--- src/rtl/wb_port_arbiter.sv ---
// Shares the register-file write port between the WB stage and a small in-order
// FIFO of MDU results; the pipeline wins unless the FIFO head has starved too long.
module wb_port_arbiter #(
    parameter int XLEN         = 32,
    parameter int DEPTH        = 2,
    parameter int STARVE_LIMIT = 4
) (
    input  logic                       clk,
    input  logic                       rst_n,
    input  logic                       wb_regwrite_i,
    input  logic [4:0]                 wb_rd_i,
    input  logic [XLEN-1:0]            wb_result_i,
    output logic                       wb_stall_o,
    input  logic                       mdu_valid_i,
    input  logic [4:0]                 mdu_rd_i,
    input  logic [XLEN-1:0]            mdu_result_i,
    output logic                       mdu_ready_o,
    output logic                       rf_we_o,
    output logic [4:0]                 rf_rd_o,
    output logic [XLEN-1:0]            rf_wd_o,
    output logic                       rf_src_o,
    output logic [31:0]                pending_mask_o,
    output logic [$clog2(DEPTH):0]     fifo_count_o
);
    localparam int PW = $clog2(DEPTH);
    localparam int CW = PW + 1;
    localparam int SW = (STARVE_LIMIT < 1) ? 1 : $clog2(STARVE_LIMIT + 1);
    localparam logic [SW-1:0] STARVE_MAX = SW'(STARVE_LIMIT);

    logic [4:0]      rd_mem_q   [DEPTH];
    logic [4:0]      rd_mem_d   [DEPTH];
    logic [XLEN-1:0] data_mem_q [DEPTH];
    logic [XLEN-1:0] data_mem_d [DEPTH];
    logic [PW-1:0]   rd_ptr_q, rd_ptr_d;
    logic [PW-1:0]   wr_ptr_q, wr_ptr_d;
    logic [CW-1:0]   count_q, count_d;
    logic [SW-1:0]   starve_q, starve_d;

    logic            pipe_req;
    logic            fifo_req;
    logic            grant_fifo;
    logic            grant_pipe;
    logic            push_en;
    logic [31:0]     pending_mask;

    // Outputs are gated by rst_n so the port is quiet for the whole reset window.
    always_comb begin
        pipe_req   = wb_regwrite_i && (wb_rd_i != 5'd0);
        fifo_req   = (count_q != '0);
        grant_fifo = rst_n && fifo_req && (!pipe_req || (starve_q >= STARVE_MAX));
        grant_pipe = rst_n && pipe_req && !grant_fifo;

        mdu_ready_o = rst_n && (count_q < CW'(DEPTH));
        push_en     = mdu_valid_i && mdu_ready_o && (mdu_rd_i != 5'd0);
        wb_stall_o  = pipe_req && grant_fifo;

        rf_we_o  = 1'b0;
        rf_rd_o  = 5'd0;
        rf_wd_o  = '0;
        rf_src_o = 1'b0;
        if (grant_fifo) begin
            rf_we_o  = 1'b1;
            rf_rd_o  = rd_mem_q[rd_ptr_q];
            rf_wd_o  = data_mem_q[rd_ptr_q];
            rf_src_o = 1'b1;
        end else if (grant_pipe) begin
            rf_we_o  = 1'b1;
            rf_rd_o  = wb_rd_i;
            rf_wd_o  = wb_result_i;
        end
    end

    always_comb begin
        rd_mem_d   = rd_mem_q;
        data_mem_d = data_mem_q;
        wr_ptr_d   = wr_ptr_q;
        rd_ptr_d   = rd_ptr_q;
        count_d    = count_q;
        starve_d   = starve_q;

        if (push_en) begin
            rd_mem_d[wr_ptr_q]   = mdu_rd_i;
            data_mem_d[wr_ptr_q] = mdu_result_i;
            wr_ptr_d             = wr_ptr_q + PW'(1);
        end
        if (grant_fifo) begin
            rd_ptr_d = rd_ptr_q + PW'(1);
        end
        if (push_en && !grant_fifo) begin
            count_d = count_q + CW'(1);
        end else if (!push_en && grant_fifo) begin
            count_d = count_q - CW'(1);
        end

        // The counter measures consecutive losses of the current head only.
        if (grant_fifo || !fifo_req) begin
            starve_d = '0;
        end else if (grant_pipe && (starve_q < STARVE_MAX)) begin
            starve_d = starve_q + SW'(1);
        end
    end

    always_comb begin
        pending_mask = 32'd0;
        for (int i = 0; i < DEPTH; i++) begin
            logic [PW-1:0] offset;
            offset = PW'(i) - rd_ptr_q;
            if ({1'b0, offset} < count_q) begin
                pending_mask[rd_mem_q[i]] = 1'b1;
            end
        end
        pending_mask[0] = 1'b0;
        pending_mask_o  = pending_mask;
        fifo_count_o    = count_q;
    end

    always_ff @(posedge clk or negedge rst_n) begin
        if (!rst_n) begin
            for (int i = 0; i < DEPTH; i++) begin
                rd_mem_q[i]   <= 5'd0;
                data_mem_q[i] <= '0;
            end
            rd_ptr_q <= '0;
            wr_ptr_q <= '0;
            count_q  <= '0;
            starve_q <= '0;
        end else begin
            rd_mem_q   <= rd_mem_d;
            data_mem_q <= data_mem_d;
            rd_ptr_q   <= rd_ptr_d;
            wr_ptr_q   <= wr_ptr_d;
            count_q    <= count_d;
            starve_q   <= starve_d;
        end
    end
endmodule
--- config.mk ---
export PLATFORM = sky130hd
export DESIGN_NAME = wb_port_arbiter
export DESIGN_NICKNAME = d
export VERILOG_FILES = /design/src/rtl/wb_port_arbiter.sv
export SDC_FILE = /design/constraint.sdc
export NUM_CORES = 1
export LEC_CHECK = 0
export BUFFER_PORTS_ARGS = -buffer_cell sky130_fd_sc_hd__buf_4
export CELL_PAD_IN_SITES_DETAIL_PLACEMENT = 2
export CELL_PAD_IN_SITES_GLOBAL_PLACEMENT = 2
export CORE_MARGIN = 3
export CORE_UTILIZATION = 35
export CTS_CLUSTER_SIZE = 25
export DETAILED_ROUTE_END_ITERATION = 8
export PLACE_DENSITY = 0.9
export SLEW_MARGIN = 0
export SYNTH_ARGS = -nofsm -noshare
export SYNTH_HDL_FRONTEND = slang
export SYNTH_SLANG_ARGS = --single-unit
--- constraint.sdc ---
create_clock -name clk -period 5.3 [get_ports clk]
set_clock_uncertainty 0.05 [all_clocks]
set_input_delay 0.265 -clock clk [delete_from_list [all_inputs] [get_ports clk]]
set_output_delay 0.265 -clock clk [all_outputs]
set_load 0.005 [all_outputs]
==> flow_results.xml <==
<?xml version="1.0" encoding="UTF-8"?>
<metrics>
  <group name="run_status">
    <metric name="run_status" unit="">finished clean</metric>
  </group>
  <group name="finish">
    <metric name="net_count_of_the_finished_layout" unit="">575</metric>
    <metric name="layout-drive-gt1-share" unit="">0.5932</metric>
    <metric name="filler_cell_count" unit="">1281</metric>
    <metric name="seq_area" unit="mm2">0.002028</metric>
    <metric name="flow.area_growth_from_synthesis" unit="%">30.83</metric>
    <metric name="layout_commonest_cell" unit="">buf_4</metric>
    <metric name="n_antenna_cell" unit="">0</metric>
    <metric name="final_cell_mix" unit="">154 x buf_4, 80 x mux2_2, 80 x dfrtp_1</metric>
    <metric name="multiInputGateArea" unit="mm2">0.002411</metric>
  </group>
  <group name="place">
    <metric name="routability_congestion_estimate_from_global_placement" unit="">0.7728</metric>
    <metric name="dpl.hpwl" unit="um">10760</metric>
    <metric name="place_ws" unit="ps">2514</metric>
    <metric name="count_of_port_buffers_added_during_placement" unit="">151</metric>
  </group>
  <group name="floorplan">
    <metric name="core_area" unit="mm2">0.01282</metric>
    <metric name="die_y" unit="um">121.7</metric>
    <metric name="floorplan.die.width" unit="um">121.7</metric>
    <metric name="die-area" unit="mm2">0.01480</metric>
    <metric name="num_rows" unit="">41</metric>
    <metric name="initial_utilization" unit="">0.3652</metric>
    <metric name="floorplan.io_pins" unit="">153</metric>
  </group>
  <group name="critical_path">
    <metric name="crit_path_end_kind" unit="">output pin</metric>
    <metric name="required" unit="ps">4990</metric>
    <metric name="critPathLaunchType" unit="">primary input</metric>
    <metric name="worst_ep_arrival_time" unit="ps">2790</metric>
    <metric name="critical_path_peak_fanout" unit="">34</metric>
    <metric name="path_class" unit="">in -&gt; out</metric>
  </group>
  <group name="clock_network">
    <metric name="cts_tree" unit="">yes</metric>
    <metric name="cts_buffers" unit="">9</metric>
    <metric name="ctsLongestPathBuffers" unit="">2</metric>
    <metric name="clk_latency" unit="ps">340</metric>
    <metric name="cts_sinks" unit="">81</metric>
    <metric name="cts.reportedPaths.clkPinSlew" unit="ps">60</metric>
    <metric name="cts_root_buffer" unit="">clkbuf_16</metric>
    <metric name="htree_num_levels" unit="">3</metric>
  </group>
  <group name="detailed_routing">
    <metric name="ant_nets" unit="">0</metric>
    <metric name="remaining_drc_errors" unit="">0</metric>
    <metric name="drt_first_iter_violations" unit="">118</metric>
    <metric name="route.vias.total" unit="">3750</metric>
    <metric name="drt-total-wl" unit="um">15310</metric>
    <metric name="drt-vias-per-instance" unit="">5.589</metric>
    <metric name="detailedRoute.firstPassIterationCount" unit="">6</metric>
    <metric name="detail_route.wl_per_cell" unit="um">22.81</metric>
  </group>
  <group name="pwr">
    <metric name="cellLeakagePower" unit="nW">2.809</metric>
    <metric name="power_density" unit="mW/mm2">542.7</metric>
    <metric name="report.power.total" unit="mW">3.325</metric>
    <metric name="peakVddDrop" unit="mV">0.1770</metric>
  </group>
  <group name="timing">
    <metric name="unrepaired_setup_endpoints_after_global_routing" unit="">no</metric>
    <metric name="finalCriticalPeriod" unit="ps">3108</metric>
    <metric name="maxSlewHeadroom" unit="">0.3308</metric>
    <metric name="maxSlewViolCount" unit="">0</metric>
    <metric name="hold_slack" unit="ps">114.4</metric>
    <metric name="worst-slew-pin-transition" unit="ps">1004</metric>
    <metric name="timing.setup.tns" unit="ps">0</metric>
    <metric name="min_period_over_period" unit="">0.5865</metric>
    <metric name="fmax" unit="MHz">321.7</metric>
    <metric name="timing.final.hold_violations" unit="">0</metric>
    <metric name="final_critical_path_setup_slack" unit="ps">2192</metric>
    <metric name="setup_violations" unit="">0</metric>
  </group>
  <group name="hold_path">
    <metric name="hold_path_class" unit="">in -&gt; reg</metric>
  </group>
  <group name="grt">
    <metric name="globalRouteOverflowTotal" unit="">0</metric>
    <metric name="vias_in_the_first_global_route" unit="">4188</metric>
    <metric name="antenna_found_initial" unit="">0</metric>
    <metric name="grt_usage" unit="">0.2069</metric>
    <metric name="grt_start_max_net_pins" unit="">59</metric>
    <metric name="grt_pass1_wl" unit="um">23690</metric>
  </group>
  <group name="synthesis">
    <metric name="yosysWarningCount" unit="">0</metric>
    <metric name="synthesis.nets" unit="">444</metric>
    <metric name="synth_sequential_area_ratio" unit="">0.4328</metric>
    <metric name="synth_seq_cells" unit="">81</metric>
    <metric name="synth_area" unit="mm2">0.004683</metric>
    <metric name="average_footprint_of_a_synthesized_cell" unit="um2">12.87</metric>
    <metric name="netlist-cell-type-count" unit="">38</metric>
    <metric name="post_synth_inst_count" unit="">364</metric>
  </group>
  <group name="job">
    <metric name="cap_viol_max_count" unit="">0</metric>
  </group>
</metrics>
synth_stat cells (all sizes together):
master  count  area [um2]
mux2      111        1363
dfrtp      81        2027
a32o       37       370.4
o22ai      33       206.5
buf        23       198.9
clkbuf     12       45.04
nand2       8       37.54
nor2        8       30.03
or3b        8       70.07
nand3b      7       52.55
or3         5       31.28
and2        4       25.02
inv         3       11.26
xor2        3       26.28
a21oi       2       10.01
ha          2       25.02
nand2b      2       20.02
nand3       2       10.01
o211ai      2       20.02
xnor2       2       17.52
a211oi      1       20.02
a21boi      1       7.510
and2b       1       8.760
conb        1       3.750
nor2b       1       6.260
o21ai       1       5.000
o311a       1       21.27
or2         1       6.260
or4         1       7.510
flip-flops by register name, indices dropped and copies added, names as in the netlist:
register	cells
rd_mem_q	10
data_mem_q	64
wr_ptr_q	1
starve_q	3
fifo_count_o	2
rd_ptr_q	1
cell type report:
type                    count  area share
repair buffers            155      0.1903
flip-flops and latches     81      0.3310
clock buffers              10     0.03900
inverters                   3    0.001838
multi-input cells         245      0.3935
well taps                 172     0.03512
clock inverters             5    0.009189
power by group:
group / leakage [nW] / switching [mW] / internal [mW] / total, mW
Combinational: 1.69 / 0.576 / 0.876 / 1.45
Clock: 0.144 / 0.254 / 0.374 / 0.629
Sequential: 0.974 / 0.320 / 0.924 / 1.24
Total: 2.81 / 1.15 / 2.18 / 3.33
cells by family (layout without fill, tap and decap cells):
group | count (synthesis) | after routing | synth area share
and+or+nand+nor | 48 | 48 | 0.06519
muxes | 111 | 111 | 0.2909
buffers and inverters | 38 | 173 | 0.05450
AOI/OAI and AO/OA | 78 | 78 | 0.1411
DFF | 81 | 81 | 0.4328
other | 1 | 1 | 0.0008007
adders and majority gates | 2 | 2 | 0.005342
xor gates and xnor gates | 5 | 5 | 0.009352
stage by stage:
stage               utilization  instances  instance area [um2]
finish                   0.4778        671                 6127
floorplan                     -        364                 4683
global route             0.4778        671                 6127
detailed placement       0.4540        655                 5822
CTS                      0.4778        671                 6127
global placement         0.4540        655                 5822
critical path: stages:
cell and delay, ps:
dlygate4sd3_1 530, buf_4 370, nand2_1 160, a211oi_4 670, buf_4 410, a32o_1 200
buf_4 120
final timing paths:
| check | from | endpoint | slack [ps] | cells after the start |
|---|---|---|---|---|
| setup / recovery | rst_n | rf_rd_o[3] | 2190 | 7 |
| hold / removal | mdu_result_i[19] | data_mem_q[51] | 110 | 2 |
| setup reg to reg | fifo_count_o[1] | fifo_count_o[1] | 2620 | 8 |
| hold reg to reg | data_mem_q[10] | data_mem_q[10] | 450 | 1 |
| max in group asynchronous | rst_n | data_mem_q[34] | 3720 | 3 |
| min in group asynchronous | rst_n | starve_q[0] | 380 | 2 |
repair_timing:
action,CTS,global route
setup buffers,0,0
resized for setup,0,0
hold endpoints to repair,23,0
hold buffers,1,0
metal layers:
layer	global-route usage	wire (um)
met5	0	0
met4	0.04692	160
met3	0.04132	684
met2	0.3786	8047
met1	0.2505	6411
Note: power is estimated with default switching activity, not from simulation.
